File: src/rtl/pdm_frontend_if.sv
// Word-pair handshake between the PDM front end and the downstream decimation stage.
// The front end is the master: it drives both words and sample_valid, the consumer returns sample_ready.
interface pdm_frontend_if #(
   parameter int WORD_BITS = 8
);
   logic [WORD_BITS-1:0] left_data;
   logic [WORD_BITS-1:0] right_data;
   logic                 sample_valid;
   logic                 sample_ready;

   modport master (
      output left_data,
      output right_data,
      output sample_valid,
      input  sample_ready
   );

   modport slave (
      input  left_data,
      input  right_data,
      input  sample_valid,
      output sample_ready
   );
endinterface

File: src/rtl/pdm_frontend.sv
// Stereo MEMS microphone front end: generates pdm_clk, synchronises the shared data line,
// splits it into left/right bit streams and hands packed word pairs downstream.
module pdm_frontend #(
   parameter int CLK_DIV        = 16,
   parameter int WAKEUP_PERIODS = 4096,
   parameter int WORD_BITS      = 8
) (
   input  logic            clock,
   input  logic            reset,
   input  logic            enable,
   input  logic            pdm,
   output logic            pdm_clk_out,
   pdm_frontend_if.master  smp,
   output logic            overrun,
   input  logic            overrun_clr,
   output logic            running
);
   localparam int DIV_W  = (CLK_DIV > 2) ? $clog2(CLK_DIV) : 1;
   localparam int WAKE_W = $clog2(WAKEUP_PERIODS + 1);
   localparam int BIT_W  = (WORD_BITS > 2) ? $clog2(WORD_BITS) : 1;

   localparam logic [DIV_W-1:0]  DIV_LAST  = DIV_W'(CLK_DIV - 1);
   localparam logic [DIV_W-1:0]  DIV_HALF  = DIV_W'(CLK_DIV / 2);
   localparam logic [DIV_W-1:0]  LEFT_PT   = DIV_W'(CLK_DIV / 2 - 1);
   localparam logic [WAKE_W-1:0] WAKE_LAST = WAKE_W'(WAKEUP_PERIODS - 1);
   localparam logic [BIT_W-1:0]  BIT_LAST  = BIT_W'(WORD_BITS - 1);

   typedef enum logic [1:0] {ST_OFF, ST_WAKEUP, ST_RUN} state_t;

   state_t                state_reg, state_next;
   logic                  pdm_meta_reg, pdm_s;
   logic [DIV_W-1:0]      div_cnt_reg, div_cnt_next;
   logic                  pdm_clk_reg, pdm_clk_next;
   logic [WAKE_W-1:0]     wake_cnt_reg;
   logic [BIT_W-1:0]      bit_cnt_reg;
   logic [WORD_BITS-1:0]  left_sr_reg, right_sr_reg;
   logic [WORD_BITS-1:0]  left_data_reg, right_data_reg;
   logic                  valid_reg, overrun_reg;
   logic                  div_wrap, active, left_pt, complete, accept;

   // Two-flop synchroniser for the asynchronous data line; deliberately left unreset.
   always_ff @(posedge clock) begin
      pdm_meta_reg <= pdm;
      pdm_s        <= pdm_meta_reg;
   end

   always_ff @(posedge clock) begin
      if (reset) state_reg <= ST_OFF;
      else       state_reg <= state_next;
   end

   assign div_wrap = (div_cnt_reg == DIV_LAST);

   always_comb begin
      state_next = state_reg;
      case (state_reg)
         ST_OFF:    if (enable) state_next = ST_WAKEUP;
         ST_WAKEUP: if (div_wrap && wake_cnt_reg == WAKE_LAST) state_next = ST_RUN;
         ST_RUN:    state_next = ST_RUN;
         default:   state_next = ST_OFF;
      endcase
      if (!enable) state_next = ST_OFF;
   end

   // The divider restarts from 0 on leaving OFF, so pdm_clk_out begins with a full high phase.
   always_comb begin
      div_cnt_next = '0;
      if (state_reg != ST_OFF && state_next != ST_OFF && !div_wrap)
         div_cnt_next = div_cnt_reg + 1'b1;
      pdm_clk_next = (state_next != ST_OFF) && (div_cnt_next < DIV_HALF);
   end

   assign active   = (state_reg == ST_RUN) && enable;
   assign left_pt  = (div_cnt_reg == LEFT_PT);
   assign complete = active && div_wrap && (bit_cnt_reg == BIT_LAST);
   assign accept   = valid_reg && smp.sample_ready;

   always_ff @(posedge clock) begin
      if (reset) begin
         div_cnt_reg    <= '0;
         pdm_clk_reg    <= 1'b0;
         wake_cnt_reg   <= '0;
         bit_cnt_reg    <= '0;
         left_sr_reg    <= '0;
         right_sr_reg   <= '0;
         left_data_reg  <= '0;
         right_data_reg <= '0;
         valid_reg      <= 1'b0;
         overrun_reg    <= 1'b0;
      end else begin
         div_cnt_reg <= div_cnt_next;
         pdm_clk_reg <= pdm_clk_next;

         if (state_reg != ST_WAKEUP) wake_cnt_reg <= '0;
         else if (div_wrap)          wake_cnt_reg <= wake_cnt_reg + 1'b1;

         // Outside active RUN every partial word is thrown away.
         if (!active) begin
            bit_cnt_reg  <= '0;
            left_sr_reg  <= '0;
            right_sr_reg <= '0;
         end else begin
            if (left_pt)
               left_sr_reg <= {left_sr_reg[WORD_BITS-2:0], pdm_s};
            if (div_wrap) begin
               right_sr_reg <= {right_sr_reg[WORD_BITS-2:0], pdm_s};
               bit_cnt_reg  <= (bit_cnt_reg == BIT_LAST) ? '0 : bit_cnt_reg + 1'b1;
            end
         end

         if (complete) begin
            if (!valid_reg || smp.sample_ready) begin
               left_data_reg  <= left_sr_reg;
               right_data_reg <= {right_sr_reg[WORD_BITS-2:0], pdm_s};
               valid_reg      <= 1'b1;
            end
         end else if (accept) begin
            valid_reg <= 1'b0;
         end

         if (complete && valid_reg && !smp.sample_ready) overrun_reg <= 1'b1;
         else if (overrun_clr)                           overrun_reg <= 1'b0;
      end
   end

   assign pdm_clk_out      = pdm_clk_reg;
   assign smp.left_data    = left_data_reg;
   assign smp.right_data   = right_data_reg;
   assign smp.sample_valid = valid_reg;
   assign overrun          = overrun_reg;
   assign running          = (state_reg == ST_RUN);
endmodule
File: src/flat_wrapper.sv
// flat-port wrapper written by rule: the top's interface ports become plain ports
module pdm_frontend_flat 
#(
   parameter int CLK_DIV        = 16,
   parameter int WAKEUP_PERIODS = 4096,
   parameter int WORD_BITS      = 8
)
  (clock, reset, enable, pdm, pdm_clk_out, overrun, overrun_clr, running, smp_left_data, smp_right_data, smp_sample_valid, smp_sample_ready);
  pdm_frontend_if #(.WORD_BITS(WORD_BITS)) smp_i ();
  input  logic clock;
  input  logic reset;
  input  logic enable;
  input  logic pdm;
  output logic pdm_clk_out;
  output logic overrun;
  input  logic overrun_clr;
  output logic running;
  output wire logic [$bits(smp_i.left_data)-1:0] smp_left_data;
  output wire logic [$bits(smp_i.right_data)-1:0] smp_right_data;
  output wire logic [$bits(smp_i.sample_valid)-1:0] smp_sample_valid;
  input wire logic [$bits(smp_i.sample_ready)-1:0] smp_sample_ready;
  assign smp_left_data = smp_i.left_data;
  assign smp_right_data = smp_i.right_data;
  assign smp_sample_valid = smp_i.sample_valid;
  assign smp_i.sample_ready = smp_sample_ready;
  pdm_frontend #(.CLK_DIV(CLK_DIV), .WAKEUP_PERIODS(WAKEUP_PERIODS), .WORD_BITS(WORD_BITS)) u_core (.clock(clock), .reset(reset), .enable(enable), .pdm(pdm), .pdm_clk_out(pdm_clk_out), .smp(smp_i), .overrun(overrun), .overrun_clr(overrun_clr), .running(running));
endmodule
File: config.mk
export PLATFORM = sky130hd
export DESIGN_NAME = pdm_frontend_flat
export DESIGN_NICKNAME = d
export VERILOG_FILES = /design/src/rtl/pdm_frontend_if.sv /design/src/rtl/pdm_frontend.sv /design/src/flat_wrapper.sv
export SDC_FILE = /design/constraint.sdc
export NUM_CORES = 1
export LEC_CHECK = 0
export ABC_AREA = 1
export CAP_MARGIN = 20
export CORE_MARGIN = 2
export CORE_UTILIZATION = 54
export CTS_CLUSTER_SIZE = 25
export DETAILED_ROUTE_END_ITERATION = 8
export GPL_TIMING_DRIVEN = 0
export PLACE_DENSITY = 0.88
export SYNTH_ARGS = -nofsm -noshare
export SYNTH_HDL_FRONTEND = slang
export SYNTH_SLANG_ARGS = --single-unit
File: constraint.sdc
create_clock -name clock -period 2 [get_ports clock]
set_input_delay 0.4 -clock clock [delete_from_list [all_inputs] [get_ports clock]]
set_output_delay 0.4 -clock clock [all_outputs]
set_load 0.05 [all_outputs]
==> results of run 1 <==
## Yosys cell counts
library cell	number	area, um2
buf_2	2	10.0
or2_2	1	6.26
o21ai_0	7	35.0
nand2_1	79	297
nand2_4	1	11.3
nor4_1	1	6.26
nor2_1	24	90.1
nand3_4	1	17.5
nor3_4	1	16.3
a211oi_1	1	7.51
a21oi_1	46	230
nor2_4	1	11.3
nor3_1	6	30.0
nand4_1	2	12.5
nand3_1	24	120
nand3b_1	2	15.0
buf_6	2	22.5
ha_1	4	50.1
a21oi_2	1	8.76
clkbuf_1	4	15.0
inv_1	21	78.8
xor2_1	1	8.76
nor2_2	1	6.26
nor3b_1	1	7.51
dfxtp_1	58	1160
## per-stage QoR
stage                     instances  hold slack, ns
after floorplan                 292           0.310
after global placement          367           0.310
after detailed placement        367           0.325
after CTS                       383           0.342
after global routing            383           0.341
final                           383           0.349
## routing by layer
layer,up-vias,part of all wire (%),wire length (um)
li1,1035,-,-
met1,978,42,2130
met2,43,53,2700
met3,7,3.7,191
met4,0,1.9,99
met5,-,0,0
## logic make-up after synthesis
group	count (synthesis)	share of synthesized area, %
AND/OR/NAND/NOR	145	28.4
flip-flops	58	51.0
AO/OA/AOI/OAI	55	12.4
buffers and inverters	29	5.56
adder cells (fa/ha/maj)	4	2.20
XOR/XNOR	1	0.385
## worst min-delay path by stage
stage	start	endpoint	depth (start not counted)
2_1_floorplan	u_core.pdm_meta_reg	u_core.pdm_s	0
3_3_place_gp	u_core.pdm_meta_reg	u_core.pdm_s	0
3_5_place_dp	u_core.pdm_meta_reg	u_core.pdm_s	0
4_1_cts	u_core.pdm_meta_reg	u_core.pdm_s	0
5_1_grt	u_core.pdm_meta_reg	u_core.pdm_s	0
6_report	u_core.pdm_meta_reg	u_core.pdm_s	0
## what timing repair did
item,in CTS,in global routing
gates resized for setup,1,0
hold endpoints to repair,0,0
hold buffers,0,0
setup endpoints to repair,1,0
## power groups by stage
stage                     clock [W]  sequential [W]  combinational, W
after floorplan                   0         0.00119         0.0000150
after global placement            0         0.00119         0.0000369
after detailed placement          0         0.00119         0.0000375
after CTS                   0.00146         0.00116         0.0000375
after global routing        0.00150         0.00116         0.0000409
final                       0.00144         0.00116         0.0000374
## final cells by class
type	count	area share, %
clock inverters	5	4.38
plain buffers	8	1.67
well taps	50	2.19
clock buffers	11	4.95
inverters	21	2.76
repair buffers	25	8.72
multi-input cells	205	34.7
flip-flops and latches	58	40.7
==> flow_metrics.env, run 1 <==
export IMPL_clkSinkCount=58
export IMPL_p_total_w=0.00265
export IMPL_finalSetupTns_ns=0
export IMPL_cp_top_family="buffers and inverters"
export IMPL_place_ws_ns=-0.0305
export IMPL_insertion_delay_ns=0.34
export IMPL_synth_nets=302
export IMPL_ys_types=25
export IMPL_use_met1_pct=29.0
export IMPL_fin_util_pct=70.9
export IMPL_path_class="register to output pin"
export IMPL_gp_congestion=0.803
export IMPL_drt_pass1_iter_count=4
export IMPL_drc=0
export IMPL_die_h_um=68.9
export IMPL_synthCells=292
export IMPL_worst_pin_slew_ns=0.505
export IMPL_core_area_um2=4030
export IMPL_initial_core_util_pct=56.5
export IMPL_grt_util_met2_pct=39.9
export IMPL_p_sw_w=0.000485
export IMPL_cts_setup_buffers=0
export IMPL_clkPwrFrac_pct=54.6
export IMPL_crit_slowest_cell="clkdlybuf4s50_1"
export IMPL_cts_root_buffer="clkbuf_8"
export IMPL_vias=2063
export IMPL_die_x_um=68.9
export IMPL_synth_seq_cells=58
export IMPL_finClkSkew_ns=0.00798
export IMPL_design_die_area_um2=4750
export IMPL_fmax_ghz=0.524
export IMPL_crit_path_end_kind="output pin"
export IMPL_dp_hpwl_um=3400
export IMPL_syn_cell_area_um2=2270
export IMPL_grt_util_met3_pct=6.17
export IMPL_reg2reg_slack_ns=0.14
export IMPL_wire_per_inst_um=13.4
export IMPL_io_buffers=25
export IMPL_ys_seq_area_share_pct=51.0
export IMPL_post_dp_cell_area_um2=2590
export IMPL_multi_input_area_um2=990
export IMPL_crit_buf_inv=1
export IMPL_crit_arrival_ns=1.51
export IMPL_cts_tree="yes"
export IMPL_vias_per_cell=5.39
export IMPL_diodes=0
export IMPL_path_clk_slew_ns=0.07
export IMPL_ir_drop_v=0.000729
export IMPL_p_comb_share_pct=1.4
export IMPL_min_path_type="register to register"
export IMPL_pin_count=26
export IMPL_numCtsBuffers=9
export IMPL_reg2reg_from="u_core.bit_cnt_reg[0]"
export IMPL_area_growth_pct=25.5
export IMPL_cap_violations=0
export IMPL_grt_start_max_net_pins=11
export IMPL_rsz0062_at_grt="no"
export IMPL_antenna_left=0
export IMPL_crit_cells=1
export IMPL_n_fill_cell=321
export IMPL_cts_buffer_depth=2
export IMPL_power_density_nw_per_um2=926
export IMPL_internal_power_w=0.00216
export IMPL_period_minus_slack_ns=1.91
export IMPL_worstSetupEndpoint="smp_sample_valid"
export IMPL_core_rowCount=23
export IMPL_sw_frac_of_total_pct=18.3
export IMPL_hold_violations=0
export IMPL_grt_pass1_wl_um=8330
export IMPL_grt_busiest_layer="met2"
export IMPL_crit_required_ns=1.60
export IMPL_setup_worst_path_start_class="register"
export IMPL_wirelength_um=5120
export IMPL_outcome="completed"
export IMPL_reg2regPathDepth=8
export IMPL_antenna_found_initial=0
export IMPL_finalCritPeriodShare_pct=95.4
export IMPL_drive_gt1_share_pct=8.11
export IMPL_grt_pass1_vias=1897
export IMPL_rr_endpoint="u_core.smp.right_data[4]"
export IMPL_htreeDepth=3
export IMPL_seqPwrFrac_pct=44.0
export IMPL_slowest_delay_ns=0.81
export IMPL_worstSetupStartpoint="u_core.smp.sample_valid"
export IMPL_leakagePower_nw=0.985
export IMPL_setup_slack_ns=0.0919
export IMPL_final_cell_mix="nand2_1 (79), dfxtp_1 (58), a21oi_1 (46)"
export IMPL_synth_warnings=0
export IMPL_layout_commonest_cell="nand2_1"
export IMPL_stdcell_area_um2=2860
export IMPL_syn_avg_cell_area_um2=7.79
export IMPL_grt_total_usage_pct=24.5
export IMPL_path_cells="clkdlybuf4s50_1"
export IMPL_relSlewSlack_pct=66.2
export IMPL_slew_violations=0
export IMPL_layout_nets=338
export IMPL_path_max_fanout=3
export IMPL_regArea_um2=1160
export IMPL_setup_viol=0
export IMPL_largest_reg_flops=13
export IMPL_drt_iter0_drc=150
export IMPL_grt_overflow=0
Note: power is estimated with default switching activity, not from simulation.
==> run 2: changes to the inputs <==
Settings changed: CORE_MARGIN 2 to 3.
==> run 2 against run 1 <==
First-iteration DRC count is 15% lower. Combinational power is 2% higher. Register-to-register slack improved by 0.08 ns. Critical path depth stayed put. Cell area down 3.0%. Final cell count fell by 0.52%. Count of clock-buffer cells in the layout rose by 3. Sequential share of layout area grew 1.3 points. Via count shrank 1.8%. Worst hold slack got worse by 0.023 ns. Wire length shrank 3.9%. Critical path type unchanged.
==> flow_metrics.env, run 2 (synthesis results as in run 1) <==
export IMPL_outcome="completed"
export IMPL_diodes=0
export IMPL_path_clk_slew_ns=0.06
export IMPL_initial_core_util_pct=59.0
export IMPL_die_h_um=70.9
export IMPL_period_minus_slack_ns=1.91
export IMPL_p_total_w=0.00217
export IMPL_slowest_delay_ns=0.82
export IMPL_pin_count=26
export IMPL_worst_pin_slew_ns=0.505
export IMPL_drt_iter0_drc=128
export IMPL_min_path_type="register to register"
export IMPL_rr_endpoint="u_core.smp.left_data[7]"
export IMPL_io_buffers=25
export IMPL_setup_worst_path_start_class="register"
export IMPL_final_cell_mix="nand2_1 (79), dfxtp_1 (58), a21oi_1 (46)"
export IMPL_area_growth_pct=21.7
export IMPL_crit_buf_inv=1
export IMPL_core_area_um2=3850
export IMPL_path_max_fanout=2
export IMPL_relSlewSlack_pct=66.2
export IMPL_cts_root_buffer="clkbuf_8"
export IMPL_antenna_found_initial=0
export IMPL_layout_commonest_cell="nand2_1"
export IMPL_path_cells="clkdlybuf4s50_1"
export IMPL_reg2reg_from="u_core.bit_cnt_reg[0]"
export IMPL_ir_drop_v=0.000669
export IMPL_grt_overflow=0
export IMPL_crit_path_end_kind="output pin"
export IMPL_wirelength_um=4920
export IMPL_fmax_ghz=0.523
export IMPL_grt_pass1_wl_um=8640
export IMPL_cap_violations=0
export IMPL_reg2regPathDepth=8
export IMPL_setup_viol=0
export IMPL_reg2reg_slack_ns=0.22
export IMPL_cp_top_family="buffers and inverters"
export IMPL_antenna_left=0
export IMPL_hold_path_end="u_core.pdm_s"
export IMPL_power_density_nw_per_um2=785
export IMPL_finClkSkew_ns=0.00704
export IMPL_whs_path_depth=0
export IMPL_vias=2025
export IMPL_grt_total_usage_pct=21.9
export IMPL_post_cts_resized=1
export IMPL_dp_hpwl_um=3260
export IMPL_drt_pass1_iter_count=4
export IMPL_cts_buffer_depth=2
export IMPL_core_rowCount=22
export IMPL_finalCritPeriodShare_pct=95.6
export IMPL_hold_buffers=0
export IMPL_clkSinkCount=58
export IMPL_design_die_area_um2=5030
export IMPL_cts_tree="yes"
export IMPL_stdcell_area_um2=2770
export IMPL_hold_violations=0
export IMPL_layout_nets=338
export IMPL_path_class="register to output pin"
export IMPL_gp_congestion=0.788
export IMPL_hold_start="u_core.pdm_meta_reg"
export IMPL_n_fill_cell=299
export IMPL_post_dp_cell_area_um2=2590
export IMPL_finalSetupTns_ns=0
export IMPL_vias_per_cell=5.31
export IMPL_drive_gt1_share_pct=7.81
export IMPL_crit_required_ns=1.60
export IMPL_grt_start_max_net_pins=11
export IMPL_htreeDepth=3
export IMPL_cts_setup_buffers=0
export IMPL_wire_per_inst_um=12.9
export IMPL_largest_reg_flops=13
export IMPL_slew_violations=0
export IMPL_crit_arrival_ns=1.51
export IMPL_rsz0062_at_grt="no"
export IMPL_insertion_delay_ns=0.33
export IMPL_drc=0
export IMPL_leakagePower_nw=0.948
export IMPL_crit_slowest_cell="clkdlybuf4s50_1"
export IMPL_grt_pass1_vias=1969
export IMPL_die_x_um=70.9
export IMPL_numCtsBuffers=9
[run 2: changes by cell type in the layout (fill, tap and decap cells not counted)]
cell / delta
bufinv_16: -4
clkbuf_8: +2
clkbuf_1: +1
clkinv_2: +1
[run 2: metrics by stage]
stage	util [%]	hold slack, ns	setup WS (ns)	std cells
finish	71.9	0.326	0.0871	381
global route	71.9	0.327	0.0535	381
CTS	71.9	0.326	0.0775	381
detailed placement	67.1	0.313	-0.0501	365
global placement	67.1	0.310	-0.0374	365
floorplan	-	0.310	0.153	292
[run 2: layout make-up]
class	count	area, um2	share of cell area, %
Clock inverter	2	10.0	0.361
Sequential cell	58	1160	41.9
Timing Repair Buffer	25	249	8.99
Clock buffer	14	173	6.24
Inverter	21	78.8	2.85
Buffer	8	47.5	1.72
Tap cell	48	60.1	2.17
Multi-Input combinational cell	205	990	35.7
[run 2: worst max-delay path by stage]
stage,cells past startpoint,end,slack [ns],start
3_3_place_gp,4,u_core.pdm_clk_out,-0.04,reset
2_1_floorplan,8,u_core.smp.left_data[7],0.15,u_core.state_reg[1]
3_5_place_dp,4,u_core.pdm_clk_out,-0.05,reset
6_report,1,smp_right_data[0],0.09,u_core.smp.right_data[0]
5_1_grt,1,smp_sample_valid,0.05,u_core.smp.sample_valid
4_1_cts,1,smp_right_data[0],0.08,u_core.smp.right_data[0]
[run 2: worst reg2reg max path: cells and delay by family, from the launching register on]
kind | cells | cell delay [ns]
AND/OR/NAND/NOR | 3 | 0.62
adder cells (fa/ha/maj) | 2 | 0.34
buffers and inverters | 2 | 0.27
AO/OA/AOI/OAI | 1 | 0.06
flip-flops | 1 | 0.36
[run 2: metal layers]
layer / track usage (%) / part of all wire, %
met5: 0 / 0
met2: 37.7 / 51
met3: 8.95 / 6.0
met1: 23.8 / 41
met4: 8.98 / 2.0
[run 2: power by group]
| part | internal, W | switching (W) | leakage (nW) |
|---|---|---|---|
| logic | 0.0000146 | 0.0000238 | 0.383 |
| clock network | 0.000547 | 0.000424 | 0.0965 |
| registers | 0.00116 | 0.00000325 | 0.468 |
==> run 3: changes to the inputs <==
Settings changed: CTS_CLUSTER_DIAMETER set to 50, GPL_ROUTABILITY_DRIVEN set to 0.
==> results of run 3 <==
The final DEF is identical to that of run 2; final timing and power are the same.
